<file path="src/rtl/imem_stage_pkg.sv">
// Shared types for the memory stage: access-size and write-back-select codes,
// FSM state, and the captured-instruction / write-back register layouts.
package imem_stage_pkg;

  typedef enum logic [1:0] {MEM_BYTE = 2'b00, MEM_HALF = 2'b01, MEM_WORD = 2'b10} mem_size_e;
  typedef enum logic [1:0] {WB_ALU = 2'b00, WB_MEM = 2'b01, WB_PC4 = 2'b10, WB_IMM = 2'b11} wbsel_e;
  typedef enum logic {IDLE = 1'b0, BUSY = 1'b1} state_t;

  typedef struct packed {
    logic [31:0] pc;
    logic [31:0] inst;
    logic [31:0] alu;
    logic [31:0] imm;
    logic [31:0] sdata;
    logic [1:0]  wbsel;
    logic [4:0]  rdst;
    logic        reg_write;
    logic        mem_read;
    logic        mem_write;
    logic        mem_signed;
    logic        halt;
    logic [1:0]  size;
  } mem_op_t;

  typedef struct packed {
    logic [31:0] pc;
    logic [31:0] inst;
    logic [31:0] alu;
    logic [31:0] imm;
    logic [31:0] ld;
    logic [1:0]  wbsel;
    logic [4:0]  rdst;
    logic        wen;
    logic        halt;
    logic        fault;
  } wb_t;

  // Size code 11 falls into the word rule.
  function automatic logic misaligned(input logic [1:0] size, input logic [1:0] lsb);
    case (size)
      MEM_BYTE: return 1'b0;
      MEM_HALF: return lsb[0];
      default:  return |lsb;
    endcase
  endfunction

endpackage

</file>
<file path="src/rtl/load_align.sv">
// Selects the addressed lane of a read word and zero/sign-extends it to 32 bits.
module load_align
  import imem_stage_pkg::*;
(
  input  logic [31:0] rdata,
  input  logic [1:0]  addr,
  input  logic [1:0]  size,
  input  logic        is_signed,
  output logic [31:0] ext
);

  logic [7:0]  b;
  logic [15:0] h;

  always_comb begin
    b = rdata[{addr, 3'b000} +: 8];
    h = addr[1] ? rdata[31:16] : rdata[15:0];
    case (size)
      MEM_BYTE: ext = {{24{is_signed & b[7]}}, b};
      MEM_HALF: ext = {{16{is_signed & h[15]}}, h};
      default:  ext = rdata;
    endcase
  end

endmodule

</file>
<file path="src/rtl/imem_stage.sv">
// Pipeline memory stage: passes non-memory ops through in one cycle, runs loads and
// stores as a blocking bus transaction with a timeout, and reports alignment/bus faults.
module imem_stage
  import imem_stage_pkg::*;
#(
  parameter int TIMEOUT = 255
) (
  input  logic        CLK,
  input  logic        RST,
  input  logic        valid_in_mem,
  input  logic [31:0] PC_in_mem,
  input  logic [31:0] Inst_in_mem,
  input  logic [31:0] ALUOutput_in_mem,
  input  logic [31:0] Immediate_in_mem,
  input  logic [31:0] StoreData_in_mem,
  input  logic [1:0]  WBSel_in_mem,
  input  logic [4:0]  Rdst_in_mem,
  input  logic        RegWrite_in_mem,
  input  logic        MemRead_in_mem,
  input  logic        MemWrite_in_mem,
  input  logic        MemSigned_in_mem,
  input  logic        halt_in_mem,
  input  logic [1:0]  MemSize_in_mem,
  output logic        stall_out_mem,
  output logic        DMEM_req,
  output logic        DMEM_we,
  output logic [31:0] DMEM_addr,
  output logic [31:0] DMEM_wdata,
  output logic [3:0]  DMEM_be,
  input  logic        DMEM_ack,
  input  logic [31:0] DMEM_rdata,
  output logic [31:0] PC_out_mem,
  output logic [31:0] Inst_out_mem,
  output logic [31:0] ALUOutput_out_mem,
  output logic [31:0] Immediate_out_mem,
  output logic [31:0] LoadExtended_out_mem,
  output logic [1:0]  WBSel_out_mem,
  output logic [4:0]  Rdst_out_mem,
  output logic        WEN_out_mem,
  output logic        halt_out_mem,
  output logic        fault_out_mem
);

  state_t      state;
  logic [7:0]  tmo_cnt;
  mem_op_t     in_op, cap, src;
  wb_t         wb_q, wb_d;
  logic        busy, idle_v, is_mem, misal, start, tmo_hit, flt, take;
  logic [31:0] ld_ext, wd;
  logic [3:0]  be;

  always_comb begin
    in_op.pc         = PC_in_mem;
    in_op.inst       = Inst_in_mem;
    in_op.alu        = ALUOutput_in_mem;
    in_op.imm        = Immediate_in_mem;
    in_op.sdata      = StoreData_in_mem;
    in_op.wbsel      = WBSel_in_mem;
    in_op.rdst       = Rdst_in_mem;
    in_op.reg_write  = RegWrite_in_mem;
    in_op.mem_read   = MemRead_in_mem;
    in_op.mem_write  = MemWrite_in_mem;
    in_op.mem_signed = MemSigned_in_mem;
    in_op.halt       = halt_in_mem;
    in_op.size       = MemSize_in_mem;
  end

  assign busy    = (state == BUSY);
  assign idle_v  = (state == IDLE) && valid_in_mem;
  assign is_mem  = in_op.mem_read | in_op.mem_write;
  assign misal   = misaligned(in_op.size, in_op.alu[1:0]);
  assign start   = idle_v && is_mem && !misal;
  // An ack in the final counted cycle takes priority over the timeout.
  assign tmo_hit = busy && !DMEM_ack && (tmo_cnt == 8'(TIMEOUT - 1));
  assign flt     = (idle_v && is_mem && misal) || tmo_hit;
  assign take    = (idle_v && !start) || (busy && DMEM_ack) || tmo_hit;
  assign src     = busy ? cap : in_op;

  assign stall_out_mem = start || (busy && !DMEM_ack && !tmo_hit);

  load_align u_load_align (
    .rdata     (DMEM_rdata),
    .addr      (cap.alu[1:0]),
    .size      (cap.size),
    .is_signed (cap.mem_signed),
    .ext       (ld_ext)
  );

  always_comb begin
    be = 4'b1111;
    wd = cap.sdata;
    if (cap.mem_write) begin
      case (cap.size)
        MEM_BYTE: begin be = 4'b0001 << cap.alu[1:0]; wd = {4{cap.sdata[7:0]}}; end
        MEM_HALF: begin be = cap.alu[1] ? 4'b1100 : 4'b0011; wd = {2{cap.sdata[15:0]}}; end
        default:  ;
      endcase
    end
  end

  assign DMEM_req   = busy;
  assign DMEM_we    = busy & cap.mem_write;
  assign DMEM_addr  = busy ? {cap.alu[31:2], 2'b00} : 32'd0;
  assign DMEM_wdata = busy ? wd : 32'd0;
  assign DMEM_be    = busy ? be : 4'd0;

  // Anything not taken this cycle loads a bubble.
  always_comb begin
    wb_d = '0;
    if (take) begin
      wb_d.pc    = src.pc;
      wb_d.inst  = src.inst;
      wb_d.alu   = src.alu;
      wb_d.imm   = src.imm;
      wb_d.wbsel = src.wbsel;
      wb_d.rdst  = src.rdst;
      wb_d.wen   = src.reg_write & ~flt;
      wb_d.halt  = src.halt | flt;
      wb_d.fault = flt;
      wb_d.ld    = (busy && src.mem_read && !flt) ? ld_ext : 32'd0;
    end
  end

  always_ff @(posedge CLK or negedge RST) begin
    if (!RST) begin
      state   <= IDLE;
      tmo_cnt <= '0;
      cap     <= '0;
      wb_q    <= '0;
    end else begin
      wb_q <= wb_d;
      case (state)
        IDLE: if (start) begin
          cap     <= in_op;
          tmo_cnt <= '0;
          state   <= BUSY;
        end
        BUSY: if (DMEM_ack || tmo_hit) state <= IDLE;
              else tmo_cnt <= tmo_cnt + 8'd1;
        default: state <= IDLE;
      endcase
    end
  end

  assign PC_out_mem           = wb_q.pc;
  assign Inst_out_mem         = wb_q.inst;
  assign ALUOutput_out_mem    = wb_q.alu;
  assign Immediate_out_mem    = wb_q.imm;
  assign LoadExtended_out_mem = wb_q.ld;
  assign WBSel_out_mem        = wb_q.wbsel;
  assign Rdst_out_mem         = wb_q.rdst;
  assign WEN_out_mem          = wb_q.wen;
  assign halt_out_mem         = wb_q.halt;
  assign fault_out_mem        = wb_q.fault;

endmodule

</file>
<file path="config.mk">
export PLATFORM = sky130hd
export DESIGN_NAME = imem_stage
export DESIGN_NICKNAME = d
export VERILOG_FILES = /design/src/rtl/imem_stage_pkg.sv /design/src/rtl/load_align.sv /design/src/rtl/imem_stage.sv
export SDC_FILE = /design/constraint.sdc
export NUM_CORES = 1
export LEC_CHECK = 0
export ABC_AREA = 1
export ABC_CLOCK_PERIOD_IN_PS = 3750
export BUFFER_PORTS_ARGS = -buffer_cell sky130_fd_sc_hd__buf_2
export CAP_MARGIN = 20
export CORE_AREA = 5 5 196 151
export CTS_BUF_LIST = sky130_fd_sc_hd__clkbuf_8 sky130_fd_sc_hd__clkbuf_16
export CTS_CLUSTER_DIAMETER = 40
export DETAILED_ROUTE_END_ITERATION = 10
export DIE_AREA = 0 0 201 156
export GPL_ROUTABILITY_DRIVEN = 0
export GPL_TIMING_DRIVEN = 0
export PLACE_DENSITY = 0.84
export REMOVE_ABC_BUFFERS = 1
export SLEW_MARGIN = 10
export SYNTH_ARGS = -nofsm -noshare
export SYNTH_HDL_FRONTEND = slang
export SYNTH_SLANG_ARGS = --single-unit
</file>
<file path="constraint.sdc">
create_clock -name CLK -period 3.75 [get_ports CLK]
set_clock_uncertainty 0.05 [all_clocks]
set_input_delay 0.1875 -clock CLK [delete_from_list [all_inputs] [get_ports CLK]]
set_output_delay 0.1875 -clock CLK [all_outputs]
set_load 0.005 [all_outputs]
</file>
# --- Word level (Yosys, flattened, before mapping) ---
# Index checks and enable logic that the tools add are counted.
op_classes:
  addsub: 1
  n_eq_ne: 5
  shift: 2
  muxes: 20
  bitwise: 8
  n_reduce_logical: 26
ops:
  columns: ["operator", "count"]
  rows:
  - ["$mux 174", 1]
  - ["$mux 170", 1]
  - ["$mux 32", 4]
  - ["$pmux 32 s2", 2]
  - ["$shiftx 32x6->8", 1]
  - ["$mux 16", 1]
  - ["$mux 8", 2]
  - ["$pmux 8 s2", 1]
  - ["$mux 4", 3]
  - ["$logic_and 1x1->1", 11]
  - ["$add 8x1->8 const B", 1]
  - ["$eq 8x8->1 const B", 1]
  - ["$pmux 4 s2", 1]
  - ["$logic_not 1->1", 5]
  - ["$logic_or 1x1->1", 5]
  - ["$and 1x1->1", 4]
  - ["$eq 2x1->1 const B", 2]
  - ["$logic_not 2->1", 2]
  - ["$ne 2x2->1 const B", 2]
  - ["$pmux 1 s2", 2]
  - ["$reduce_and 2->1", 2]
  - ["$shl 1x2->4 const A", 1]
  - ["$mux 1", 2]
  - ["$not 1->1", 2]
  - ["2 further kinds", 3]
word_totals:
  ff_bits: 353
  input_bits: 210
  out_inout_bits: 241
  wordCells: 87

# --- Logic depth before layout (Yosys ltp) ---
depth:
  word_depth: 9
  depth_mapped: 12
  ltp_nobuf: 10

# --- By module ---
# From an unflattened synthesis, not the netlist that was laid out.
hier_totals:
  cells_unflattened: 1824
  area_unflattened_um2: 15378.5
by_module_without_submodules:
  columns: ["module", "instances", "cells_each", "area_each_um2", "seq_area_each_um2"]
  rows:
  - ["imem_stage", 1, 1671, 14523.9, 8833.5]
  - ["load_align", 1, 153, 854.6, 0.0]

# --- Least setup slack after synthesis ---
# OpenSTA, ideal clock, no wires.
synth_path:
  path_kind: "register to register"
  start: "register tmo_cnt[0]"
  end: "register wb_q (netlist bit LoadExtended_out_mem[22])"
  setup_time_ns: 0.069
  arrival_time_ns: 1.550
  t_required_ns: 3.631
  path_slack_ns: 2.081
  stages_incl_launch_ff: 12
  path_buffers: 1
  period_less_slack_ns: 1.669
  path_cell_list: "dfrtp_1 inv_1 ha_1 nand2_1 nor2_1 nand2_2 nand2_2 nand2_2 a21oi_4 nand2_4 buf_6 nor2_2"
synth_lines:
  columns: ["element", "line_no", "source"]
  rows:
  - ["start, declared", "imem_stage.sv:45", "logic [7:0] tmo_cnt;"]
  - ["start signal, assigned", "imem_stage.sv:139", "else tmo_cnt <= tmo_cnt + 8'd1;"]
  - ["end signal, assigned", "imem_stage.sv:131", "wb_q <= wb_d;"]
  - ["end, declared", "imem_stage.sv:47", "wb_t wb_q, wb_d;"]

==> insert_results.sql <==
INSERT INTO impl_metrics (metric_group, metric, value, unit) VALUES
('die', 'chipWidth', '201', 'microns'),
('logic_synthesis', 'yosysSeqAreaShare', '59.5', '%'),
('power', 'pwr_density_cell', '569', 'nW/um^2'),
('logic_synthesis', 'syn-cell-area', '14800', 'sq um'),
('logic_synthesis', 'adder_and_majority_cell_fraction_of_the_synthesized_area', '0.169', '%'),
('timing', 'setup_viol', '0', ''),
('cells_and_area', 'nNetsFinal', '2583', ''),
('clock_tree', 'cts_buffer_depth', '3', ''),
('die', 'initial_utilization', '53.9', '%'),
('grt', 'global_route.overflow_total', '0', ''),
('setup_path', 'critical_path.cell_chain', 'buf_16, inv_8, nand2_1, nor2_2, nand2_8, nand2_1, nand2_1, inv_6, buf_16, nor2_1', ''),
('cells_and_area', 'layout_commonest_cell', 'sky130_fd_sc_hd__buf_2', ''),
('logic_synthesis', 'synth.distinct_cells', '36', ''),
('cells_and_area', 'highest_count_cells_in_the_layout_ignoring_fill_and_taps', 'sky130_fd_sc_hd__buf_2 (447), sky130_fd_sc_hd__nand2_1 (428), sky130_fd_sc_hd__dfrtp_1 (352)', ''),
('grt', 'vias_in_the_first_global_route', '16000', ''),
('cells_and_area', 'multi_input_area', '4840', 'sq um'),
('clock_tree', 'cts_tree', 'yes', ''),
('detailed_routing', 'wirelength', '55800', 'microns'),
('setup_path', 'crit_path_max_fanout', '82', ''),
('setup_path', 'timing.critical_path.slowest_cell_delay', '0.66', 'ns'),
('cells_and_area', 'area.sequential', '8840', 'sq um'),
('grt', 'grt_antenna_before_repair', '4', ''),
('detailed_routing', 'drcViolationCount', '0', ''),
('timing', 'worst_pin_slew', '0.784', 'ns'),
('setup_path', 'critical-path-top-cell-by-count', 'sky130_fd_sc_hd__nand2_1', ''),
('timing', 'unrepaired_setup_endpoints_after_global_routing', 'no', ''),
('logic_synthesis', 'syn_area_cell', '8.43', 'sq um'),
('timing', 'period_share', '96.5', '%'),
('cells_and_area', 'layout-drive-gt1-share', '23.6', '%'),
('logic_synthesis', 'synth_top_family_by_area', 'simple AND/OR/NAND/NOR gates', ''),
('setup_path', 'critPathArrivalTime', '3.96', 'ns'),
('die', 'die_outline_area', '31400', 'sq um'),
('timing', 'slew_violations', '0', ''),
('cells_and_area', 'fin_area', '21000', 'sq um'),
('status', 'status', 'finished clean', ''),
('setup_path', 'critical-path-slowest-cell', 'sky130_fd_sc_hd__dfrtp_4', ''),
('logic_synthesis', 'synth_xor_xnor_area_share', '0.0590', '%'),
('logic_synthesis', 'synth.mux.area_fraction', '0', '%'),
('clock_tree', 'cts_buffers', '41', ''),
('place', 'numPortBuffers', '448', ''),
('power', 'post-layout-total-power', '11.9', 'mW'),
('clock_tree', 'numClockSinks', '353', ''),
('logic_synthesis', 'synth_simple_gate_area_share', '21.2', '%'),
('grt', 'grt_first_pass_wirelength', '86500', 'microns'),
('worst_hold_path', 'timing.hold.worst_path_depth', '5', ''),
('die', 'fp-row-count', '53', ''),
('logic_synthesis', 'synth_compound_area_share', '11.0', '%'),
('setup_path', 'worst_ep_required_time', '4.09', 'ns'),
('power', 'combPwrFrac', '21.2', '%'),
('detailed_routing', 'vias', '15400', ''),
('timing', 'slew-limit-headroom', '47.7', '%'),
('detailed_routing', 'drt.antenna.violating_nets', '0', ''),
('power', 'vdd.ir_drop.worst', '0.000396', 'V'),
('detailed_routing', 'drt-vias-per-instance', '5.58', ''),
('timing', 'timing.fmax', '276', 'MHz'),
('clock_tree', 'clk_pin_slew_worst_paths', '0.06', 'ns'),
('worst_hold_path', 'timing.hold.worst.class', 'input pin to flip-flop', ''),
('place', 'place_hpwl', '29700', 'microns'),
('timing', 'fin_hold_ws', '0.0349', 'ns'),
('power', 'switching_power', '3.70', 'mW'),
('detailed_routing', 'drt-initial-drc-count', '1400', ''),
('power', 'internal_power', '8.24', 'mW'),
('die', 'core_area', '27500', 'sq um'),
('clock_tree', 'cts_root_buf', 'sky130_fd_sc_hd__clkbuf_16', ''),
('setup_path', 'worst-r2r-cell-count', '10', ''),
('clock_tree', 'clk_latency', '0.53', 'ns'),
('cells_and_area', 'layout-area-overhead-vs-synth', '41.4', '%'),
('setup_path', 'end_kind', 'flip-flop', ''),
('place', 'post_dp_cell_area', '17300', 'sq um'),
('logic_synthesis', 'synth.yosys.warnings', '0', ''),
('power', 'p_leak', '11.9', 'nW');
## power groups by stage
stage / Sequential (mW) / Combinational [mW] / Clock [mW]
finish: 4.94 / 2.53 / 4.47
global route: 4.99 / 2.76 / 4.67
CTS: 4.88 / 2.37 / 4.46
detailed placement: 4.95 / 2.13 / 0
global placement: 5.00 / 2.05 / 0
floorplan: 4.93 / 1.18 / 0
## logic make-up (layout without fill, tap and decap cells)
group	count (synthesis)	count (layout)
simple gates	801	801
buf+inv	288	927
other cells	1	7
fa+ha+maj	2	2
flops	353	353
compound gates	315	315
xor+xnor	1	1
## flip-flops by register name, summed over array words and instances (netlist names)
name	flops
DMEM_req	1
Inst_out_mem	32
Rdst_out_mem	5
Immediate_out_mem	32
PC_out_mem	32
LoadExtended_out_mem	32
ALUOutput_out_mem	32
WEN_out_mem	1
halt_out_mem	1
fault_out_mem	1
tmo_cnt	8
WBSel_out_mem	2
cap	174
## area by class of cell
class | instances | share of cell area (%)
Sequential cell | 353 | 42.1
Tap cell | 357 | 2.13
Timing Repair Buffer | 664 | 21.9
Inverter | 190 | 3.48
Antenna cell | 5 | 0.0596
Multi-Input combinational cell | 1121 | 23.1
Clock buffer | 47 | 5.39
Clock inverter | 26 | 1.84
## timing repair
action                                  in CTS  in global routing
gates resized for setup                      2                  4
endpoints found under the setup margin     150                120
endpoints found under the hold margin      560                  0
hold buffers                               204                  0
setup buffers                                2                  0
## worst paths after layout
check,startpoint,endpoint,slack [ns]
max,DMEM_req,Inst_out_mem[24],0.13
min,DMEM_rdata[0],LoadExtended_out_mem[0],0.03
max reg2reg,DMEM_req,Inst_out_mem[24],0.13
min reg2reg,cap[39],cap[39],0.43
max in group asynchronous,RST,DMEM_req,2.17
min in group asynchronous,RST,cap[173],0.08
## metal layers
metal  wire [microns]  track usage (%)
met2            26800             57.3
met4             3390             19.5
met3             5790             9.35
met1            19800             41.3
met5                0                0
## stage by stage
| stage | setup WS [ns] | util, % | setup TNS (ns) | instances |
|---|---|---|---|---|
| floorplan | -7.94 | - | -2578.34 | 1664 |
| global placement | -15.79 | 62.0 | -6534.15 | 2469 |
| detailed placement | -0.424 | 63.0 | -43.98 | 2479 |
| CTS | 0.0156 | 76.1 | 0 | 2758 |
| global route | 0.0158 | 76.2 | 0 | 2762 |
| finish | 0.133 | 76.2 | 0 | 2763 |
## critical path: cells and delay by family (launching register included)
family	cells	cell delay, ns
DFF	1	0.66
buffers and inverters	4	1.36
and+or+nand+nor	6	1.26
## synth_stat cells, drive strengths merged
| cell type | number | area share [%] |
|---|---|---|
| dfrtp | 353 | 60 |
| clkbuf | 44 | 1.1 |
| nand4 | 3 | 0.13 |
| a21oi | 165 | 5.7 |
| o21ai | 137 | 4.6 |
| a31oi | 2 | 0.084 |
| a211oi | 1 | 0.051 |
| buf | 54 | 2.1 |
| or2 | 1 | 0.042 |
| conb | 1 | 0.025 |
| ha | 2 | 0.17 |
| xor2 | 1 | 0.059 |
| nand3 | 31 | 1.1 |
| nor3 | 2 | 0.067 |
| a21o | 7 | 0.35 |
| o21a | 1 | 0.051 |
| nand3b | 2 | 0.10 |
| nand2 | 436 | 11 |
| inv | 189 | 4.8 |
| clkinv | 1 | 0.025 |
| nor2 | 326 | 8.6 |
| o31ai | 1 | 0.051 |
| o211ai | 1 | 0.084 |
Note: power is estimated with default switching activity, not from simulation.
